**src/rtl/sram_resp_pkg.sv**
```systemverilog
// Shared types and limits for the asynchronous SRAM responder.
// Holds the FSM state encoding and the wait-state bound.
// Includes a helper that turns a wait-state count into a counter preload.
package sram_resp_pkg;

  typedef enum logic [2:0] {
    IDLE,
    SETUP,
    RD_WAIT,
    WR_WAIT,
    HOLD,
    RELEASE
  } SramSt;

  localparam int SRAM_WS_MAX = 15;

  // The wait counter is 4 bits and counts down to 0, so N wait states load N-1.
  // Out-of-range counts are clamped to 1..SRAM_WS_MAX.
  function automatic logic [3:0] ws_load(input int ws);
    int w;
    w = ws;
    if (w < 1) w = 1;
    if (w > SRAM_WS_MAX) w = SRAM_WS_MAX;
    return 4'(w - 1);
  endfunction

endpackage

```
**src/rtl/sram_resp.sv**
```systemverilog
// Turns each CPU byte-window strobe into exactly one timed cycle on a 16-bit async SRAM.
// Latency: dato 1+WS_RD edges after acceptance, done 2+WS_RD / 2+WS_WR edges after acceptance.
// Backpressure: busy is high from acceptance until the CPU strobe drops after completion.
module sram_resp
  import sram_resp_pkg::*;
#(
  parameter int ADDR_W = 22,
  parameter int WS_RD  = 3,
  parameter int WS_WR  = 3
) (
  input  logic              clk,
  input  logic              rst,
  input  logic              req_ce,
  input  logic              req_oe,
  input  logic              req_we,
  input  logic [ADDR_W-1:0] req_addr,
  input  logic [7:0]        req_dati,
  output logic [7:0]        dato,
  output logic              busy,
  output logic              done,
  output logic [ADDR_W-2:0] sram_addr,
  output logic [15:0]       sram_dq_o,
  input  logic [15:0]       sram_dq_i,
  output logic              sram_dq_oe,
  output logic              sram_ce_n,
  output logic              sram_oe_n,
  output logic              sram_we_n,
  output logic              sram_lb_n,
  output logic              sram_ub_n
);

  logic       req;
  SramSt      state;
  logic [3:0] cnt;
  logic       wr_q;   // latched direction: 1 = write
  logic       a0_q;   // latched byte select: 1 = high lane

  assign req = req_ce & (req_oe | req_we);

  // FSM, wait counter, request latches and pin outputs in one registered process
  always_ff @(posedge clk) begin
    if (rst) begin
      state      <= IDLE;
      cnt        <= 4'd0;
      wr_q       <= 1'b0;
      a0_q       <= 1'b0;
      busy       <= 1'b0;
      done       <= 1'b0;
      dato       <= 8'h00;
      sram_addr  <= '0;
      sram_dq_o  <= 16'h0000;
      sram_dq_oe <= 1'b0;
      sram_ce_n  <= 1'b1;
      sram_oe_n  <= 1'b1;
      sram_we_n  <= 1'b1;
      sram_lb_n  <= 1'b1;
      sram_ub_n  <= 1'b1;
    end else begin
      done <= 1'b0;

      // Pins are registered from the state held during the cycle just ending,
      // so each state's strobe pattern appears on the pins one edge later.
      case (state)
        SETUP: begin
          sram_ce_n  <= 1'b0;
          sram_oe_n  <= wr_q;
          sram_we_n  <= 1'b1;
          sram_dq_oe <= wr_q;
          // reads enable both lanes; writes enable only the addressed lane
          sram_lb_n  <= wr_q & a0_q;
          sram_ub_n  <= wr_q & ~a0_q;
        end
        RD_WAIT: begin
          sram_ce_n  <= 1'b0;
          sram_oe_n  <= 1'b0;
          sram_we_n  <= 1'b1;
          sram_dq_oe <= 1'b0;
        end
        WR_WAIT: begin
          sram_ce_n  <= 1'b0;
          sram_oe_n  <= 1'b1;
          sram_we_n  <= 1'b0;
          sram_dq_oe <= 1'b1;
        end
        HOLD: begin
          // strobes rise while address, lanes, ce_n and data drive stay put
          sram_oe_n <= 1'b1;
          sram_we_n <= 1'b1;
          done      <= 1'b1;
        end
        default: begin
          sram_ce_n  <= 1'b1;
          sram_oe_n  <= 1'b1;
          sram_we_n  <= 1'b1;
          sram_lb_n  <= 1'b1;
          sram_ub_n  <= 1'b1;
          sram_dq_oe <= 1'b0;
        end
      endcase

      case (state)
        IDLE: begin
          if (req) begin
            wr_q      <= req_we;
            a0_q      <= req_addr[0];
            sram_addr <= req_addr[ADDR_W-1:1];
            sram_dq_o <= {req_dati, req_dati};
            busy      <= 1'b1;
            state     <= SETUP;
          end
        end
        SETUP: begin
          cnt   <= wr_q ? ws_load(WS_WR) : ws_load(WS_RD);
          state <= wr_q ? WR_WAIT : RD_WAIT;
        end
        RD_WAIT: begin
          if (cnt == 4'd0) begin
            dato  <= a0_q ? sram_dq_i[15:8] : sram_dq_i[7:0];
            state <= HOLD;
          end else begin
            cnt <= cnt - 4'd1;
          end
        end
        WR_WAIT: begin
          if (cnt == 4'd0) state <= HOLD;
          else             cnt   <= cnt - 4'd1;
        end
        HOLD: begin
          state <= RELEASE;
        end
        RELEASE: begin
          // a strobe still held from this access must drop before another is taken
          if (!req) begin
            busy  <= 1'b0;
            state <= IDLE;
          end
        end
        default: begin
          busy  <= 1'b0;
          state <= IDLE;
        end
      endcase
    end
  end

endmodule

```
**config.mk**
```make
export PLATFORM = sky130hd
export DESIGN_NAME = sram_resp
export DESIGN_NICKNAME = d
export VERILOG_FILES = /design/src/rtl/sram_resp_pkg.sv /design/src/rtl/sram_resp.sv
export SDC_FILE = /design/constraint.sdc
export NUM_CORES = 1
export LEC_CHECK = 0
export CORE_ASPECT_RATIO = 1.1
export CORE_MARGIN = 4
export CORE_UTILIZATION = 44
export DETAILED_ROUTE_END_ITERATION = 6
export PLACE_DENSITY = 0.85
export SYNTH_ARGS = -nofsm -noshare
export SYNTH_HDL_FRONTEND = slang
export SYNTH_SLANG_ARGS = --single-unit
```
**constraint.sdc**
```tcl
create_clock -name clk -period 2.5 [get_ports clk]
set_input_delay 0.5 -clock clk [delete_from_list [all_inputs] [get_ports clk]]
set_output_delay 0.5 -clock clk [all_outputs]
set_load 0.03 [all_outputs]
```
Word level (Yosys, flattened, before mapping)
Cells that the tools add are included.
- reduce and logical (&&, ||, !) cells: 12
- multiplexer cells: 18
- bitwise gates (word level): 6
- add/sub/neg operators: 1
- equal/unequal tests: 9
- operators with widths (cell ; count):
    case mux 3 bit (5 select lines) ; 1
    2-to-1 mux 3 bit ; 3
    2-to-1 mux 8 bit ; 1
    case mux 1 bit (2 select lines) ; 4
    case mux 4 bit (2 select lines) ; 1
    == test 3 x 2 -> 1 bit, second input constant ; 2
    == test 3 bit, second input constant ; 2
    != test 2 bit, second input constant ; 3
    case mux 1 bit (3 select lines) ; 2
    AND reduction 2 bit ; 3
    AND reduction 3 bit ; 2
    OR reduction 3 bit ; 2
    2-to-1 mux 1 bit ; 5
    zero test 4 bit ; 1
    2-to-1 mux 4 bit ; 1
    OR reduction 4 bit ; 1
    subtractor 4 x 1 -> 4 bit, second input constant ; 1
    bitwise AND 1 bit ; 3
    == test 3 x 1 -> 1 bit, second input constant ; 1
    zero test 3 bit ; 1
    != test 2 x 1 -> 1 bit, second input constant ; 1
    NOT 1 bit ; 2
    nonzero test 2 bit ; 1
    OR reduction 2 bit ; 1
    bitwise OR 1 bit ; 1
- register bits: 62
- word-level logic and storage cells: 61
- bits of input ports: 51
- output and inout port bits: 53

Logic depth before layout (Yosys ltp)
Gate-level depths: netlist (run 1).
- depth after elaboration: 4
- depth in mapped cells: 7
- depth with buffers taken out: 6

Worst setup path before layout (run 1)
OpenSTA, ideal clock, no wires.
- path kind: reg-to-reg
- from: register cnt[0]
- to: register dato[1]
- arrival: 1.530 ns
- clock period less this slack: 1.610 ns
- setup time: 0.079 ns
- stages on the path, launching flop included: 8
- path slack: 0.890 ns
- buffers on the path: 1
- data required time: 2.421 ns
- cell sequence: dfxtp_1 > inv_1 > ha_1 > nor3b_4 > nor3b_4 > buf_6 > nor2_1 > a211oi_2
- cells in the longest elaborated chain, start to end: 2
- ends and longest elaborated chain (element ; RTL line ; text):
    start: declaration ; sram_resp.sv:34 ; logic [3:0] cnt;
    start signal: assignment ; sram_resp.sv:113 ; cnt <= wr_q ? ws_load(WS_WR) : ws_load(WS_RD);
    start signal: assignment ; sram_resp.sv:121 ; cnt <= cnt - 4'd1;
    start signal: assignment ; sram_resp.sv:126 ; else cnt <= cnt - 4'd1;
    zero test 4 bit ; sram_resp.sv:117 ; if (cnt == 4'd0) begin
    AND reduction 2 bit (no line) ; n/a ;
    end signal: assignment ; sram_resp.sv:118 ; dato <= a0_q ? sram_dq_i[15:8] : sram_dq_i[7:0];
    end: declaration ; sram_resp.sv:18 ; output logic [7:0] dato,
No other way between the ends.
A chain may end at the register's enable or synchronous reset.

Final worst setup path (run 1)
Ends and elaborated chain as after synthesis.

==> flow_summary.toml, run 1 <==
[synth]
synth_warnings = 0
synthesis.nets = 308
syn-instance-count = 256
yosysSeqAreaShare_pct = 49.37
number_of_synthesized_register_bits = 54
avgSynthCellArea_sq_um = 8.553
mappedNetlistArea_sq_um = 2190
synthArstFlopShare_pct = 0
post_synth_num_cell_types = 32
synth_ff_type = "sky130_fd_sc_hd__dfxtp_1"
synth_enable_flop_cells = 0

[route]
route.final.wire_length_microns = 5497
viasPerCell = 5.087
detailroute.via_count = 2045
drtAntennaViolNets = 0
initialDrtViolationCount = 91
number_of_search_and_repair_iterations_in_the_first_detailed_routing_pass = 4
detail_route.wl_per_cell_microns = 13.67
drc_errors = 0

[critical_path]
timing.critical_path.buf_inv = 1
timing.critical_path.max_delay_family = "simple AND/OR/NAND/NOR gates"
worst_path_max_delay_cell = "sky130_fd_sc_hd__nor3b_4"
crit_fanout = 16
cp.arrival_ps = 2200
cp_cell_sequence = "inv_1, ha_1, nor3b_4, nor3b_4, nor2_1, a211oi_2"
crit_required_ps = 2730
cp-start-kind = "register"
timing.critical_path.mode_cell = "sky130_fd_sc_hd__nor3b_4"
timing.setup.critical_path_class = "register to register"
crit_path_max_incr_delay_ps = 640
r2r.worst_path.cells = 6
crit_cells = 6
critical_path.endpoint_type = "register"

[sta]
hold_ws_ps = 455.7
max_slew.worst_pin.slew_ps = 920.1
min_period_over_period_pct = 78.91
skew_ps = 8.120
totalNegativeSetupSlack_ps = 0
final_max_slew_viol_count = 0
fmaxAchievable_mhz = 506.9
grt_setup_unrepaired = "no"
post-route-min-period_ps = 1973
finalSetupViolations = 0
slew-limit-headroom_pct = 38.66
hold_viol_final = 0

[clock_network]
cts_hold_buf = 0
cts_buffers = 5
cts_setup_buffers = 0
clock_tree.root_cell = "sky130_fd_sc_hd__clkbuf_8"
clock_sink_count = 54
tritoncts_clock_tree = "yes"
clkTransAtPathRegs_ps = 90
cts.repair.resized = 0
cts-htree-levels = 2
clock_latency_ps = 310
clock_tree.buffer_depth = 2

[final_layout]
nets = 397
layout_cell_share_with_drive_strength_beyond_1_pct = 5.202
fin_util_pct = 69.44
antenna_cells_inserted = 0
area.growth.synth_to_final_pct = 49.60

[pwr]
power_density_nw_per_um2 = 772.8
leakagePower_nw = 1.143
power.ir.vdd_worst_v = 0.0004338
post-layout-total-power_mw = 2.531

[hold_path]
hold_path_class = "register to register"
worstHoldPathCells = 2

[floorplanning]
io-pin-count = 104
floorplan.die.width_microns = 75.26
initial_utilization_pct = 46.42
coreArea_sq_um = 4717
die_h_microns = 81.99
fp-row-count = 26
design.die.area_sq_um = 6170

[global_routing]
grt_util_all_layers_pct = 18.15
grt_start_max_net_pins = 53
initial_antenna_violation_count = 0
via_count_of_the_first_global_routing_pass = 1920
grt_remaining_overflow = 0
grt_first_pass_wirelength_microns = 8659

[placed_design]
place.port_buffers = 103
hpwl_detailed_microns = 4088
finalWeightedCongestion = 0.7785

[run_status]
status = "completed"

[flow_run]
max_cap_viol_count = 0
==> report_power, final <==
| part | leakage [nW] | internal [mW] | switching (mW) |
|---|---|---|---|
| sequential | 0.441 | 0.981 | 0.0972 |
| clock | 0.0482 | 0.224 | 0.268 |
| combinational | 0.653 | 0.433 | 0.530 |
| total | 1.14 | 1.64 | 0.894 |
==> synthesized netlist by cell type, types with 2 or more instances <==
library cell                number  area [sq um]
sky130_fd_sc_hd__nand2_1        65         244.0
sky130_fd_sc_hd__dfxtp_1        54          1081
sky130_fd_sc_hd__a21oi_1        36         180.2
sky130_fd_sc_hd__nor2_1         13         48.80
sky130_fd_sc_hd__clkbuf_1       11         41.29
sky130_fd_sc_hd__mux2i_1         9         90.09
sky130_fd_sc_hd__buf_4           8         60.06
sky130_fd_sc_hd__a211oi_1        7         52.55
sky130_fd_sc_hd__nand2b_1        6         37.54
sky130_fd_sc_hd__buf_2           5         25.02
sky130_fd_sc_hd__inv_1           4         15.01
sky130_fd_sc_hd__nand3b_1        4         30.03
sky130_fd_sc_hd__o21ai_0         4         20.02
sky130_fd_sc_hd__a211oi_2        3         37.54
sky130_fd_sc_hd__nor2b_1         3         18.77
sky130_fd_sc_hd__or3_1           3         18.77
sky130_fd_sc_hd__a21o_1          2         15.01
sky130_fd_sc_hd__a2bb2oi_1       2         17.52
sky130_fd_sc_hd__nor3b_4         2         37.54
sky130_fd_sc_hd__nor4_1          2         12.51
sky130_fd_sc_hd__o22ai_1         2         12.51
==> worst min-delay path: cells and delay by family (launching register included) <==
family,cells,cell delay (ps)
flops,1,320
compound gates,1,50
simple gates,1,50
==> final cells by class <==
class / instances / area, sq um
clock buffer: 7 / 86.33
clock inverter: 1 / 5.005
fill: 381 / 1441
inverter: 4 / 15.01
multi-input combinational: 173 / 962.2
sequential: 54 / 1081
tap: 56 / 70.07
timing repair buffer: 107 / 1056
==> layer usage <==
metal | vias up | track usage [%] | part of all wire, %
met2 | 60 | 31.79 | 54
met1 | 943 | 20.86 | 38
met5 | - | 0 | 0
met3 | 5 | 6.120 | 7.1
li1 | 1037 | - | -
met4 | 0 | 5.070 | 1.0
==> sequential cells by signal, indices dropped and copies added (netlist names), 3 cells and up <==
signal,cells
sram_dq_o,8
dato,8
state,3
cnt,4
sram_addr,21
==> per-stage QoR <==
step | cells | worst slack (ps) | cell area, sq um
finish | 402 | 527.2 | 3276
global route | 402 | 295.4 | 3276
CTS | 402 | 515.9 | 3276
detailed placement | 394 | 427.8 | 3184
global placement | 394 | 486.4 | 3184
floorplan | 256 | 890.3 | 2190
==> cell families (layout without fill, tap and decap cells) <==
family | after synthesis | in the layout | share of synthesized area [%]
buffers and inverters | 29 | 119 | 6.971
XOR/XNOR | 1 | 1 | 0.4001
flip-flops | 54 | 54 | 49.37
multiplexers | 9 | 9 | 4.114
AND/OR/NAND/NOR | 100 | 100 | 20.97
AO/OA/AOI/OAI | 62 | 62 | 17.60
adder cells (fa/ha/maj) | 1 | 1 | 0.5713
==> cells in the final DEF, fill, tap and decap left out, drive strengths merged, types with 3 or more instances in the layout <==
cell type and instances:
mux2i 9, o21ai 5, nor2 13, nand2b 6, nand3b 4, buf 5, nor2b 3, inv 4
dfxtp 54, clkbuf 7, a21oi 36, nand2 65, or3 3, a211oi 10, clkdlybuf4s50 102
==> worst paths after layout <==
check                                   from  slack (ps)            to
worst max-delay path                  cnt[0]         530       dato[1]
worst min-delay path            sram_addr[8]         460  sram_addr[8]
worst max register to register        cnt[0]         530       dato[1]
worst min register to register  sram_addr[8]         460  sram_addr[8]
Note: power is estimated with default switching activity, not from simulation.
==> run 2, diff against run 1 <==
- CORE_UTILIZATION: 44 -> 40
- PLACE_DENSITY: 0.85 -> 0.79
- clock period: 2.5 -> 2 ns (I/O delays scaled with it)
==> flow_summary.toml, run 2 (synthesis gave the netlist of run 1 again) <==
[run_status]
status = "completed"

[final_layout]
largest_reg_flops = 21
antenna_cells_inserted = 0
fin_util_pct = 64.12
layout_cell_share_with_drive_strength_beyond_1_pct = 6.017
nets = 401
final_common_cell = "sky130_fd_sc_hd__clkdlybuf4s50_1"
largest_register = "sram_addr"
area.growth.synth_to_final_pct = 51.37
area_occupied_by_multi_input_gates_sq_um = 962.2
layout.cells.most_common_list = "sky130_fd_sc_hd__clkdlybuf4s50_1, sky130_fd_sc_hd__nand2_1, sky130_fd_sc_hd__dfxtp_1, sky130_fd_sc_hd__a21oi_1, sky130_fd_sc_hd__nor2_1"
fill_cells = 448
register_area_sq_um = 1081
registers_with_the_highest_flip_flop_counts = "sram_addr (21), dato (8), sram_dq_o (8)"
post_layout_inst_area_sq_um = 3314

[critical_path]
regToRegSetupSlack_ps = 230
timing.critical_path.max_delay_family = "buffers and inverters"
cp.arrival_ps = 1390
crit_path_max_incr_delay_ps = 710
timing.setup.critical_path_class = "register to primary output"
cp_cell_sequence = "clkdlybuf4s50_1"
timing.critical_path.buf_inv = 1
r2r.worst_path.cells = 7
cp-start-kind = "register"
worst_path_max_delay_cell = "sky130_fd_sc_hd__clkdlybuf4s50_1"
critical_path.endpoint_type = "primary output"
endpoint_of_the_worst_slack_reg_to_reg_timing_path = "dato[2]"
crit_required_ps = 1600
r2r-start = "cnt[0]"
worstSetupStartpoint = "sram_lb_n"
crit_fanout = 3

[route]
route.final.wire_length_microns = 5522
number_of_search_and_repair_iterations_in_the_first_detailed_routing_pass = 4
drc_errors = 0
detail_route.wl_per_cell_microns = 13.12
detailroute.via_count = 2021
viasPerCell = 4.800
drtAntennaViolNets = 0
initialDrtViolationCount = 108

[global_routing]
grt_first_pass_wirelength_microns = 8935
grt_util_all_layers_pct = 16.42
grt_remaining_overflow = 0
initial_antenna_violation_count = 0
via_count_of_the_first_global_routing_pass = 1926
grt_start_max_net_pins = 52

[clock_network]
cts-htree-levels = 2
clock_latency_ps = 300
cts.repair.resized = 0
cts_setup_buffers = 0
cts_buffers = 5
clock_sink_count = 54
clkTransAtPathRegs_ps = 90
clock_tree.buffer_depth = 2
clock_tree.root_cell = "sky130_fd_sc_hd__clkbuf_8"
tritoncts_clock_tree = "yes"
cts_hold_buf = 0

[sta]
max_slew.worst_pin.slew_ps = 878.7
final_max_slew_viol_count = 0
finalSetupViolations = 0
skew_ps = 3.553
grt_setup_unrepaired = "no"
post-route-min-period_ps = 1795
fmaxAchievable_mhz = 557.1
totalNegativeSetupSlack_ps = 0
min_period_over_period_pct = 89.75
hold_viol_final = 0
slew-limit-headroom_pct = 41.42

[hold_path]
hold_path_end = "sram_addr[4]"
worstHoldPathCells = 2
worstHoldStart = "sram_addr[4]"
hold_path_class = "register to register"

[floorplanning]
design.die.area_sq_um = 6723
coreArea_sq_um = 5169
die_h_microns = 85.60
io-pin-count = 104
floorplan.die.width_microns = 78.55
initial_utilization_pct = 42.36
fp-row-count = 27

[flow_run]
max_cap_viol_count = 0

[placed_design]
finalWeightedCongestion = 0.7549
place.port_buffers = 103
hpwl_detailed_microns = 4075
post_place_instance_area_sq_um = 3234

[pwr]
power.ir.vdd_worst_v = 0.0005737
post-layout-total-power_mw = 3.144
leakagePower_nw = 1.151
power_density_nw_per_um2 = 948.7
-- run 2: cell count changes in the layout (fill, tap and decap cells not counted), sizes merged --
cell      delta
buf          +4
clkinvlp     +1
clkbuf       -1
clkinv       -1
-- run 2: cell type report --
class / instances / share of cell area (%)
timing repair buffer: 111 / 32.77
tap: 72 / 2.718
clock inverter: 1 / 0.2265
clock buffer: 6 / 2.190
sequential: 54 / 32.62
multi-input combinational: 173 / 29.03
inverter: 4 / 0.4530
-- run 2: where the power goes --
group,internal [mW],leakage [nW],switching [mW]
Combinational,0.552,0.672,0.653
Sequential,1.23,0.441,0.132
Clock,0.241,0.0373,0.341
Total,2.02,1.15,1.13
-- run 2: how the worst max path moves through the flow --
stage / end / depth (start not counted)
finish: sram_lb_n / 1
global route: dato[2] / 7
CTS: sram_lb_n / 1
detailed placement: sram_dq_o[11] / 6
global placement: sram_dq_o[13] / 6
floorplan: dato[1] / 7
-- run 2: per-layer routing --
layer,routed length (microns),vias up,track usage (%),share of wire [%]
met5,0,-,0,0
li1,-,1040,-,-
met2,2767,59,27.80,50
met1,2226,912,19.01,40
met4,140,0,6.836,2.5
met3,388,10,5.357,7.0
-- run 2: per-stage QoR --
stage / hold WS (ps) / worst slack, ps / instances
6_report: 457.3 / 205.0 / 421
5_1_grt: 488.3 / 48.93 / 421
4_1_cts: 459.1 / 203.7 / 421
3_5_place_dp: 446.0 / 163.2 / 414
3_3_place_gp: 440.5 / 239.7 / 414
2_1_floorplan: 465.4 / 390.3 / 256
